**config.mk**
```make
export PLATFORM = sky130hd
export DESIGN_NAME = weight_stream_reader
export DESIGN_NICKNAME = d
export VERILOG_FILES = /design/src/rtl/weight_stream_reader_pkg.sv /design/src/rtl/weight_skid_fifo.sv /design/src/rtl/weight_stream_reader.sv
export SDC_FILE = /design/constraint.sdc
export NUM_CORES = 1
export LEC_CHECK = 0
export CAP_MARGIN = 20
export CORE_MARGIN = 3
export CORE_UTILIZATION = 56
export DETAILED_ROUTE_END_ITERATION = 10
export DONT_BUFFER_PORTS = 1
export PLACE_DENSITY = 0.71
export SLEW_MARGIN = 20
export SYNTH_ARGS = -nofsm -noshare
export SYNTH_HDL_FRONTEND = slang
export SYNTH_SLANG_ARGS = --single-unit
```
**constraint.sdc**
```tcl
create_clock -name CLK -period 3.6 [get_ports CLK]
set_input_delay 0.72 -clock CLK [delete_from_list [all_inputs] [get_ports CLK]]
set_output_delay 0.72 -clock CLK [all_outputs]
set_load 0.03 [all_outputs]
```
**src/rtl/weight_stream_reader_pkg.sv**
```systemverilog
// Shared definitions for the weight stream reader: parameter defaults and
// the sweep controller state encoding.
package weight_stream_reader_pkg;

   localparam int unsigned DEPTH_DEF  = 28;
   localparam int unsigned ADDR_W_DEF = 5;
   localparam int unsigned DATA_W_DEF = 16;

   typedef enum logic [1:0] {
      ST_IDLE  = 2'd0,
      ST_FETCH = 2'd1,
      ST_DRAIN = 2'd2
   } wsr_state_e;

endpackage

```
**src/rtl/weight_skid_fifo.sv**
```systemverilog
// Two-entry output FIFO holding captured weight words plus their LAST flag.
// Ports:
//   clk_i, rst_i   clock, synchronous active-high reset (flushes contents)
//   push_i/data_i  write one entry on the rising edge
//   pop_i          remove the head entry (only asserted while valid_o=1)
//   data_o/valid_o head entry and non-empty flag
//   count_o        current occupancy (0..2)
module weight_skid_fifo
   import weight_stream_reader_pkg::*;
#(
   parameter int unsigned WIDTH = DATA_W_DEF + 1
) (
   input  logic             clk_i,
   input  logic             rst_i,
   input  logic             push_i,
   input  logic [WIDTH-1:0] data_i,
   input  logic             pop_i,
   output logic [WIDTH-1:0] data_o,
   output logic             valid_o,
   output logic [1:0]       count_o
);

   logic [WIDTH-1:0] mem_q [2];
   logic             wr_ptr_q;
   logic             rd_ptr_q;
   logic [1:0]       count_q;
   logic [1:0]       count_d;

   // Occupancy update; simultaneous push and pop leaves the count unchanged.
   always_comb begin
      count_d = count_q;
      case ({push_i, pop_i})
         2'b10:   count_d = count_q + 2'd1;
         2'b01:   count_d = count_q - 2'd1;
         default: count_d = count_q;
      endcase
   end

   // Storage and pointers; reset zeroes entries so the head reads as 0.
   always_ff @(posedge clk_i) begin
      if (rst_i) begin
         mem_q[0] <= '0;
         mem_q[1] <= '0;
         wr_ptr_q <= 1'b0;
         rd_ptr_q <= 1'b0;
         count_q  <= 2'd0;
      end else begin
         if (push_i) begin
            mem_q[wr_ptr_q] <= data_i;
            wr_ptr_q        <= ~wr_ptr_q;
         end
         if (pop_i) begin
            rd_ptr_q <= ~rd_ptr_q;
         end
         count_q <= count_d;
      end
   end

   assign data_o  = mem_q[rd_ptr_q];
   assign valid_o = (count_q != 2'd0);
   assign count_o = count_q;

endmodule

```
**src/rtl/weight_stream_reader.sv**
```systemverilog
// Sweeps a weight memory from address 0 to DEPTH-1 on START and streams the
// words out through a valid/ready interface with backpressure.
// Ports:
//   CLK, RST              clock, synchronous active-high reset
//   START                 one-cycle sweep request (ignored while BUSY)
//   BRAM_ADDR/EN/WE       weight-memory read port (WE tied low)
//   BRAM_DO               read data, valid at the end of the issuing cycle
//   W_DATA/W_VALID/W_LAST streamed word, valid flag, last-word flag
//   W_READY               consumer acceptance
//   BUSY                  sweep in progress
//   DONE                  one-cycle pulse after the final handshake
module weight_stream_reader
   import weight_stream_reader_pkg::*;
#(
   parameter int unsigned DEPTH  = DEPTH_DEF,
   parameter int unsigned ADDR_W = ADDR_W_DEF,
   parameter int unsigned DATA_W = DATA_W_DEF
) (
   input  logic              CLK,
   input  logic              RST,
   input  logic              START,
   output logic [ADDR_W-1:0] BRAM_ADDR,
   output logic              BRAM_EN,
   output logic              BRAM_WE,
   input  logic [DATA_W-1:0] BRAM_DO,
   output logic [DATA_W-1:0] W_DATA,
   output logic              W_VALID,
   input  logic              W_READY,
   output logic              W_LAST,
   output logic              BUSY,
   output logic              DONE
);

   localparam int unsigned FW = DATA_W + 1;

   wsr_state_e        state_q, state_d;
   logic [ADDR_W-1:0] addr_q, addr_d;
   logic              busy_q, busy_d;
   logic              done_q, done_d;

   logic [FW-1:0]     head;
   logic              head_valid;
   logic [1:0]        occ;
   logic              pop;
   logic              issue;
   logic              last_addr;

   assign pop       = head_valid & W_READY;
   assign last_addr = (addr_q == ADDR_W'(DEPTH - 1));
   // Read data lands in the FIFO at the end of the issuing cycle, so a read
   // is safe whenever a slot is free or the head leaves this cycle.
   assign issue     = (state_q == ST_FETCH) && ((occ < 2'd2) || pop);

   weight_skid_fifo #(
      .WIDTH (FW)
   ) u_fifo (
      .clk_i   (CLK),
      .rst_i   (RST),
      .push_i  (issue),
      .data_i  ({last_addr, BRAM_DO}),
      .pop_i   (pop),
      .data_o  (head),
      .valid_o (head_valid),
      .count_o (occ)
   );

   // Sweep controller next-state logic.
   always_comb begin
      state_d = state_q;
      addr_d  = addr_q;
      done_d  = 1'b0;
      case (state_q)
         ST_IDLE: begin
            if (START) begin
               state_d = ST_FETCH;
               addr_d  = '0;
            end
         end
         ST_FETCH: begin
            if (issue) begin
               if (last_addr) begin
                  state_d = ST_DRAIN;
                  addr_d  = '0;
               end else begin
                  addr_d = addr_q + ADDR_W'(1);
               end
            end
         end
         ST_DRAIN: begin
            if (pop && head[DATA_W]) begin
               state_d = ST_IDLE;
               done_d  = 1'b1;
            end
         end
         default: begin
            state_d = ST_IDLE;
            addr_d  = '0;
         end
      endcase
      busy_d = (state_d != ST_IDLE);
   end

   // Controller state register.
   always_ff @(posedge CLK) begin
      if (RST) begin
         state_q <= ST_IDLE;
         addr_q  <= '0;
         busy_q  <= 1'b0;
         done_q  <= 1'b0;
      end else begin
         state_q <= state_d;
         addr_q  <= addr_d;
         busy_q  <= busy_d;
         done_q  <= done_d;
      end
   end

   assign BRAM_ADDR = addr_q;
   assign BRAM_EN   = issue;
   assign BRAM_WE   = 1'b0;
   assign W_DATA    = head[DATA_W-1:0];
   assign W_VALID   = head_valid;
   assign W_LAST    = head_valid & head[DATA_W];
   assign BUSY      = busy_q;
   assign DONE      = done_q;

endmodule

```
-- Word-level counts from Yosys, hierarchy flattened
Memory sizes are Yosys's and may differ from the RTL's. A register that Yosys moved wholly into a read port is not among the register bits.
Index checks and enable logic that the tools add are counted.
- flip-flop bits (word level): 13
- memory bits (writable): 34
- input port bits: 20
- output and inout port bits: 27
- word-level logic and storage cells: 55
- memories kept: 1
- $add $sub $neg: 3
- order comparisons: 1
- equal/unequal tests: 7
- muxes and demuxes: 21
- bitwise gates (word level): 5
- reduce and logical (&&, ||, !) cells: 10
- memories (memory ; words ; width ; read ports ; clocked after memory_dff ; write ports ; RTL line ; text):
    u_fifo.mem_q ; 2 ; 17 ; 1 ; 1 ; 2 ; weight_skid_fifo.sv:23 ; logic [WIDTH-1:0] mem_q [2];
- operator list (kind ; number):
    17-bit two-way mux ; 1
    17-bit OR reduction ; 1
    5-bit two-way mux ; 3
    5-bit one-hot mux with 3 select lines ; 1
    1-bit two-way mux ; 10
    2-bit two-way mux ; 4
    2-bit one-hot mux with 3 select lines ; 1
    2-bit nonzero test ; 3
    5-bit by 1-bit adder with 5-bit output, second input constant ; 1
    5-bit equality test, second input constant ; 1
    2-bit by 1-bit equality test with 1-bit output, second input constant ; 2
    2-bit equality test, second input constant ; 2
    2-bit one-hot mux with 2 select lines ; 1
    1-bit NOT ; 3
    3-bit AND reduction ; 1
    2-bit by 1-bit adder with 2-bit output, second input constant ; 1
    1-bit AND ; 2
    1-bit logical AND ; 2
    2-bit logical NOT ; 1
    2-bit < comparator, second input constant ; 1
    2-bit by 1-bit != test with 1-bit output, second input constant ; 1
    2-bit != test, second input constant ; 1
    2-bit OR reduction ; 1
    2-bit by 1-bit subtractor with 2-bit output, second input constant ; 1
    1-bit logical OR ; 1

-- Longest topological paths before layout
Gate-level depths: netlist of run 1.
- word-level depth: 9
- gate-level depth with buffers: 7
- gate-level depth less buffers: 6

-- Cells and area by module
From an unflattened synthesis of run 1, not the netlist that was laid out.
- cells, all modules: 186
- area, all modules: 2203.4 µm²
- modules (own cells, without submodules) (module ; times used ; cells each ; area an instance (µm²) ; sequential area each (µm²)):
    weight_skid_fifo ; 1 ; 132 ; 1689.1 ; 1121.1
    weight_stream_reader ; 1 ; 54 ; 514.2 ; 180.2

-- Worst setup path after synthesis of run 1
Ideal clock, no wire load.
- kind: in2reg
- start point: input W_READY
- end point: memory u_fifo.mem_q[0][0] in the netlist's numbering (enable)
- library setup time: 0.373 ns
- arrival time: 1.649 ns
- required time: 3.227 ns
- slack: 1.578 ns
- stages: 3
- buffers on the path: 0
- cell sequence: and2b_4 -> or3_4 -> nand2_1
- RTL lines (element ; RTL line ; text):
    start: declaration ; weight_stream_reader.sv:28 ; input logic W_READY,
    end: declaration ; weight_skid_fifo.sv:23 ;

==> results of run 1 <==
state kept, by name, indices dropped and copies added, names as in the netlist, named ones only:
register / flops
BUSY: 1
u_fifo.rd_ptr_q: 1
u_fifo.wr_ptr_q: 1
state_q: 2
DONE: 1
u_fifo.mem_q: 34
u_fifo.count_o: 2
BRAM_ADDR: 5
cells by family (layout without fill, tap and decap cells):
family	Yosys count	after routing	share of synthesized area (%)
mux	17	17	8.31
flops	48	48	56.9
simple gates	68	68	21.0
buf+inv	16	15	4.27
other cells	1	1	0.164
compound gates	22	22	7.11
xor+xnor	3	3	1.15
fa+ha+maj	2	2	1.09
worst max-delay path by stage:
stage	startpoint	end	depth (start not counted)
3_3_place_gp	flip-flop	W_LAST	2
5_1_grt	flip-flop	W_LAST	2
2_1_floorplan	W_READY	u_fifo.mem_q[0][0]$_SDFFCE_PN0P_	3
6_report	flip-flop	W_LAST	2
4_1_cts	flip-flop	W_LAST	2
3_5_place_dp	flip-flop	W_LAST	2
placed cells by master (no fill, tap or decap), drive strengths merged, types with 2 or more instances in the layout:
cell type / netlist / layout
mux2: 16 / 16
o211ai: 3 / 3
and2b: 2 / 2
nand2: 5 / 5
nor2b: 2 / 2
and2: 33 / 33
xor2: 2 / 2
or3: 2 / 2
inv: 7 / 7
o311ai: 2 / 2
dfxtp: 14 / 14
nor2: 6 / 6
o21ai: 4 / 4
edfxtp: 34 / 34
nand2b: 2 / 2
nand3: 2 / 2
ha: 2 / 2
nor3: 2 / 2
or2: 2 / 2
nand4b: 3 / 3
a21oi: 5 / 5
clkbuf: 0 / 5
Yosys cell counts, drive strengths merged, types with 2 or more instances:
cell type / number / area share [%]
mux2: 16 / 7.9
o21ai: 4 / 1.0
nand2: 5 / 0.82
and2: 33 / 9.0
nor3: 2 / 0.66
o311ai: 2 / 0.77
and2b: 2 / 0.88
nand4b: 3 / 1.4
inv: 7 / 1.1
or3: 2 / 0.77
dfxtp: 14 / 12
nand3: 2 / 0.44
ha: 2 / 1.1
nor2: 6 / 0.98
nor2b: 2 / 0.55
buf: 9 / 3.1
or2: 2 / 0.55
nand2b: 2 / 0.88
xor2: 2 / 0.77
a21oi: 5 / 1.1
edfxtp: 34 / 45
o211ai: 3 / 0.98
worst max-delay path: cells and delay by family (launching register included):
kind             cells  cell delay, ns
flip-flops           1            0.81
multiplexers         1            0.27
AND/OR/NAND/NOR      1            0.48
layer usage:
| metal | vias up | GRT usage [%] | routed length (µm) |
|---|---|---|---|
| li1 | 628 | - | - |
| met1 | 618 | 20.5 | 1490 |
| met2 | 29 | 27.6 | 1930 |
| met3 | 7 | 6.19 | 253 |
| met4 | 0 | 6.60 | 57 |
| met5 | - | 0 | 0 |
final cells by class:
type                       instances  area [µm²]
clock buffer                       5        68.8
clock inverter                     3        42.5
fill                             290        1410
inverter                           7        26.3
multi-input combinational        113         888
sequential                        48        1300
tap                               48        60.1
through the flow:
stage	setup WS (ns)	hold WS, ns	area, µm²	instances	power, µW
2_1_floorplan	1.58	0.472	2290	177	1030
3_3_place_gp	1.32	0.492	2280	216	1060
3_5_place_dp	1.32	0.488	2280	216	1070
4_1_cts	0.971	0.475	2390	224	1440
5_1_grt	0.816	0.463	2390	224	1500
6_report	1.01	0.480	2390	224	1430
where the power goes:
group | switching, µW | internal, µW | total (µW) | leakage, µW
combinational | 224 | 116 | 340 | 0.000374
sequential | 62.5 | 648 | 711 | 0.000472
clock | 173 | 205 | 379 | 0.0000541
total | 460 | 970 | 1430 | 0.000900
==> reports/metrics.cfg, run 1 <==
[outcome]
status = completed

[detailed_routing]
wl_per_cell_um = 16.7
detail-route-antenna-nets = 0
totalWireLength_mm = 3.73
num_vias = 1282
via_per_inst = 5.72
drt_pass1_iterations = 4
drc_errors = 0
drtIter0Drc = 123

[timing]
clock_skew_ns = 0.00632
tns_ns = 0
slew_headroom_pct = 49.9
period_needed_ns = 2.59
timing.final.crit_share_pct = 71.8
finalSetupViolCount = 0
rsz0062_at_grt = false
fmaxAchievable_mhz = 387
hold_viol = 0
worstMarginPinSlew_ns = 0.751
drv_slew = 0

[grt]
grt_pass1_wl_mm = 6.51
antenna_found_initial = 0
grt_max_degree = 18
track_usage_pct = 17.0
grt_pass1_vias = 1297
grt-ovfl-total = 0

[synth]
synth_async_sr_flop_share_pct = 0
ys_seq_area_share_pct = 56.9
synth.avg_cell_area_um2 = 12.9
syn_area_mm2 = 0.00229
synth-edff-count = 34
ys_ff_latch = 48
synth_cell_types = 48
ys.flop_type = edfxtp_1
synth_nets = 199
synth_cells = 177
yosysWarnings = 0

[die]
start_util_pct = 60.2
pin_count = 47
chipWidth_um = 69.9
design.core.area_mm2 = 0.00380
die_h_um = 69.9
die_area_mm2 = 0.00489
placementRows = 22

[min_path]
hold_path_depth = 1
holdCritPathClass = input pin to flip-flop
worstHoldStart = RST
min_to = BRAM_ADDR[3]$_SDFFE_PP0P_

[place]
port_buffers = 0
dp_hpwl_mm = 2.59
place_congestion = 0.795

[clock_network]
cts_max_path_buffers = 2
numClockSinks = 48
cts_tree = built
cts_resized = 0
htree_num_levels = 2
cts_setup_buffers = 0
clock-root-buffer = clkbuf_8
path_clk_slew_ns = 0.08
insertion_delay_ns = 0.30
cts_hold_buf = 0
cts_made_buffers = 5

[worst_setup_path]
critPathCaptureType = primary output
crit_path_top_delay_cell = dfxtp_1
crit_chain = mux2i_1, nor2_1
required_ns = 2.88
cp.arrival_ns = 1.87
r2r_end = u_fifo.mem_q[0][12]$_SDFFCE_PN0P_
r2r_start = state_q[0]$_SDFF_PP0_
start_kind = flip-flop
timing.reg2reg.setup_slack_ns = 1.63
path_class = flip-flop to primary output
cpPeakStageDelay_ns = 0.81
cp_max_fo = 17
r2r_cells = 3

[power_and_ir_drop]
irDropWorstVdd_mv = 0.473
p_leak_uw = 0.000900
power.density_mw_per_mm2 = 599

[run]
cap_violations = 0

[layout]
post-route-util_pct = 62.8
synthToLayoutAreaGrowth_pct = 4.38
final_layout_size_suffix_gt1_share_pct = 22.2
final_nets = 197
n_antenna_cell = 0

(Power assumes the default switching activity.)
==> inputs of run 2 (changes only) <==
--- a/config.mk
+++ b/config.mk
@@ -10,7 +10,7 @@
 export CORE_UTILIZATION = 56
 export DETAILED_ROUTE_END_ITERATION = 10
 export DONT_BUFFER_PORTS = 1
-export PLACE_DENSITY = 0.71
+export PLACE_DENSITY = 0.74
 export SLEW_MARGIN = 20
 export SYNTH_ARGS = -nofsm -noshare
 export SYNTH_HDL_FRONTEND = slang
==> constraint.sdc (replaced) <==
create_clock -name CLK -period 2.25 [get_ports CLK]
set_input_delay 0.45 -clock CLK [delete_from_list [all_inputs] [get_ports CLK]]
set_output_delay 0.45 -clock CLK [all_outputs]
set_load 0.03 [all_outputs]
==> reports/metrics.cfg, run 2 (synthesis gave the netlist of run 1 again) <==
[worst_setup_path]
worst-path-stages = 3  ; +1
r2r_cells = 3  ; unchanged
cp.arrival_ns = 1.49  ; -0.38 ns
timing.reg2reg.setup_slack_ns = 0.37  ; -1.26 ns
critPathCaptureType = primary output
path_class = flip-flop to primary output
crit_chain = and2b_4, nand2_1, inv_1
start_kind = flip-flop
cpPeakStageDelay_ns = 0.54  ; -0.27 ns
cp_max_fo = 10  ; -7
crit_path_top_delay_cell = dfxtp_1
path_delay_family = flip-flops
crit_buf_inv = 1  ; +1
required_ns = 1.80  ; -1.08 ns

[layout]
ff_latch_area_mm2 = 0.00130  ; unchanged
multi_input_area_um2 = 888  ; unchanged
n_antenna_cell = 0  ; unchanged
mostFrequentLayoutCell = edfxtp_1
fillers = 293  ; +1.0%
top_register = u_fifo.mem_q
largest_reg_flops = 34  ; unchanged
final_nets = 204  ; +3.6%
final_layout_size_suffix_gt1_share_pct = 25.1  ; +3.0 points
final_cell_area_mm2 = 0.00244  ; +2.2%
post-route-util_pct = 64.2  ; +1.4 points
final_cell_mix = 34 x edfxtp_1, 33 x and2_1, 16 x mux2_2
synthToLayoutAreaGrowth_pct = 6.67

[detailed_routing]
totalWireLength_mm = 4.10  ; +9.9%
drt_pass1_iterations = 4  ; unchanged
via_per_inst = 5.72  ; about the same
wl_per_cell_um = 17.8  ; +6.6%
num_vias = 1322  ; +3.1%
drtIter0Drc = 135  ; +9.8%
drc_errors = 0  ; unchanged
detail-route-antenna-nets = 0  ; unchanged

[clock_network]
cts_resized = 0  ; unchanged
cts_tree = built
cts_setup_buffers = 0  ; unchanged
clock-root-buffer = clkbuf_8
numClockSinks = 48  ; unchanged
cts_made_buffers = 5  ; unchanged
insertion_delay_ns = 0.30  ; about the same
cts_max_path_buffers = 2  ; unchanged
htree_num_levels = 2  ; unchanged
path_clk_slew_ns = 0.09  ; about the same
cts_hold_buf = 0  ; unchanged

[place]
place_congestion = 0.855  ; +7.6%
port_buffers = 0  ; unchanged
dp_hpwl_mm = 2.96  ; +14%
placed_area_mm2 = 0.00233  ; +2.3%

[die]
design.core.area_mm2 = 0.00380  ; unchanged
pin_count = 47  ; unchanged
chipWidth_um = 69.9  ; unchanged
die_area_mm2 = 0.00489  ; unchanged
start_util_pct = 60.2  ; unchanged
placementRows = 22  ; unchanged
die_h_um = 69.9  ; unchanged

[power_and_ir_drop]
power.density_mw_per_mm2 = 951  ; +59%
p_leak_uw = 0.000936  ; +4.0%
irDropWorstVdd_mv = 0.464  ; -1.9%

[timing]
finalSetupViolCount = 0  ; unchanged
worstMarginPinSlew_ns = 0.660  ; -0.0911 ns
fmaxAchievable_mhz = 516
hold_ws_ns = 0.212  ; -0.267 ns
period_needed_ns = 1.94
rsz0062_at_grt = false
drv_slew = 0  ; unchanged
clock_skew_ns = 0.00526  ; -0.00106 ns
timing.final.crit_share_pct = 86.2
slew_headroom_pct = 55.7  ; +5.8 points
hold_viol = 0  ; unchanged
tns_ns = 0  ; unchanged

[grt]
grtUsageMet2_pct = 31.3  ; +3.7 points
grt-ovfl-total = 0  ; unchanged
grt-busiest-layer = met2
grt_pass1_vias = 1385  ; +6.8%
track_usage_pct = 18.2  ; +1.2 points
grt.met3_usage_pct = 6.19  ; unchanged
grt_pass1_wl_mm = 6.95  ; +6.8%
antenna_found_initial = 0  ; unchanged
globalRouteMet1Util_pct = 21.2  ; +0.72 points
grt_max_degree = 18  ; unchanged

[min_path]
holdCritPathClass = input pin to flip-flop
hold_path_depth = 1  ; unchanged

[outcome]
status = completed

[run]
cap_violations = 0  ; unchanged

-- run 2: changes by cell type in the layout (fill, tap and decap cells not counted), sizes merged --
cell,delta
buf,+7
-- run 2: path summary, 6_finish.rpt --
check,start,to
setup / recovery,state_q[0]$_SDFF_PP0_,BRAM_EN
hold / removal,RST,BRAM_ADDR[3]$_SDFFE_PP0P_
setup reg to reg,state_q[0]$_SDFF_PP0_,u_fifo.mem_q[1][16]$_SDFFCE_PN0P_
hold reg to reg,u_fifo.rd_ptr_q$_SDFFE_PP0P_,u_fifo.rd_ptr_q$_SDFFE_PP0P_
-- run 2: layer usage --
layer  share of wire (%)  vias to the layer above  routed length [µm]
met2                  53                       31                2190
met5                   0                        -                   0
met3                 6.4                        4                 261
met1                  39                      639                1620
met4                0.78                        0                  32
li1                    -                      648                   -
-- run 2: cell type report --
| cell class | count | share of cell area (%) |
|---|---|---|
| sequential | 48 | 53.3 |
| clock buffer | 5 | 2.82 |
| clock inverter | 3 | 1.74 |
| timing repair buffer | 7 | 2.15 |
| tap | 48 | 2.46 |
| multi-input combinational | 113 | 36.4 |
| inverter | 7 | 1.08 |
-- run 2: power by group --
part	switching [µW]	internal, µW	total [µW]	leakage, µW
clock	281	329	610	0.0000541
combinational	417	207	625	0.000410
sequential	48.3	1040	1080	0.000472
total	746	1570	2320	0.000936
-- run 2: through the flow --
stage,instances,power [µW],setup WS [ns]
after global placement,223,1720,0.451
after CTS,231,2340,0.313
after detailed placement,223,1740,0.379
final,231,2320,0.311
after floorplan,177,1650,0.498
after global routing,231,2420,0.248
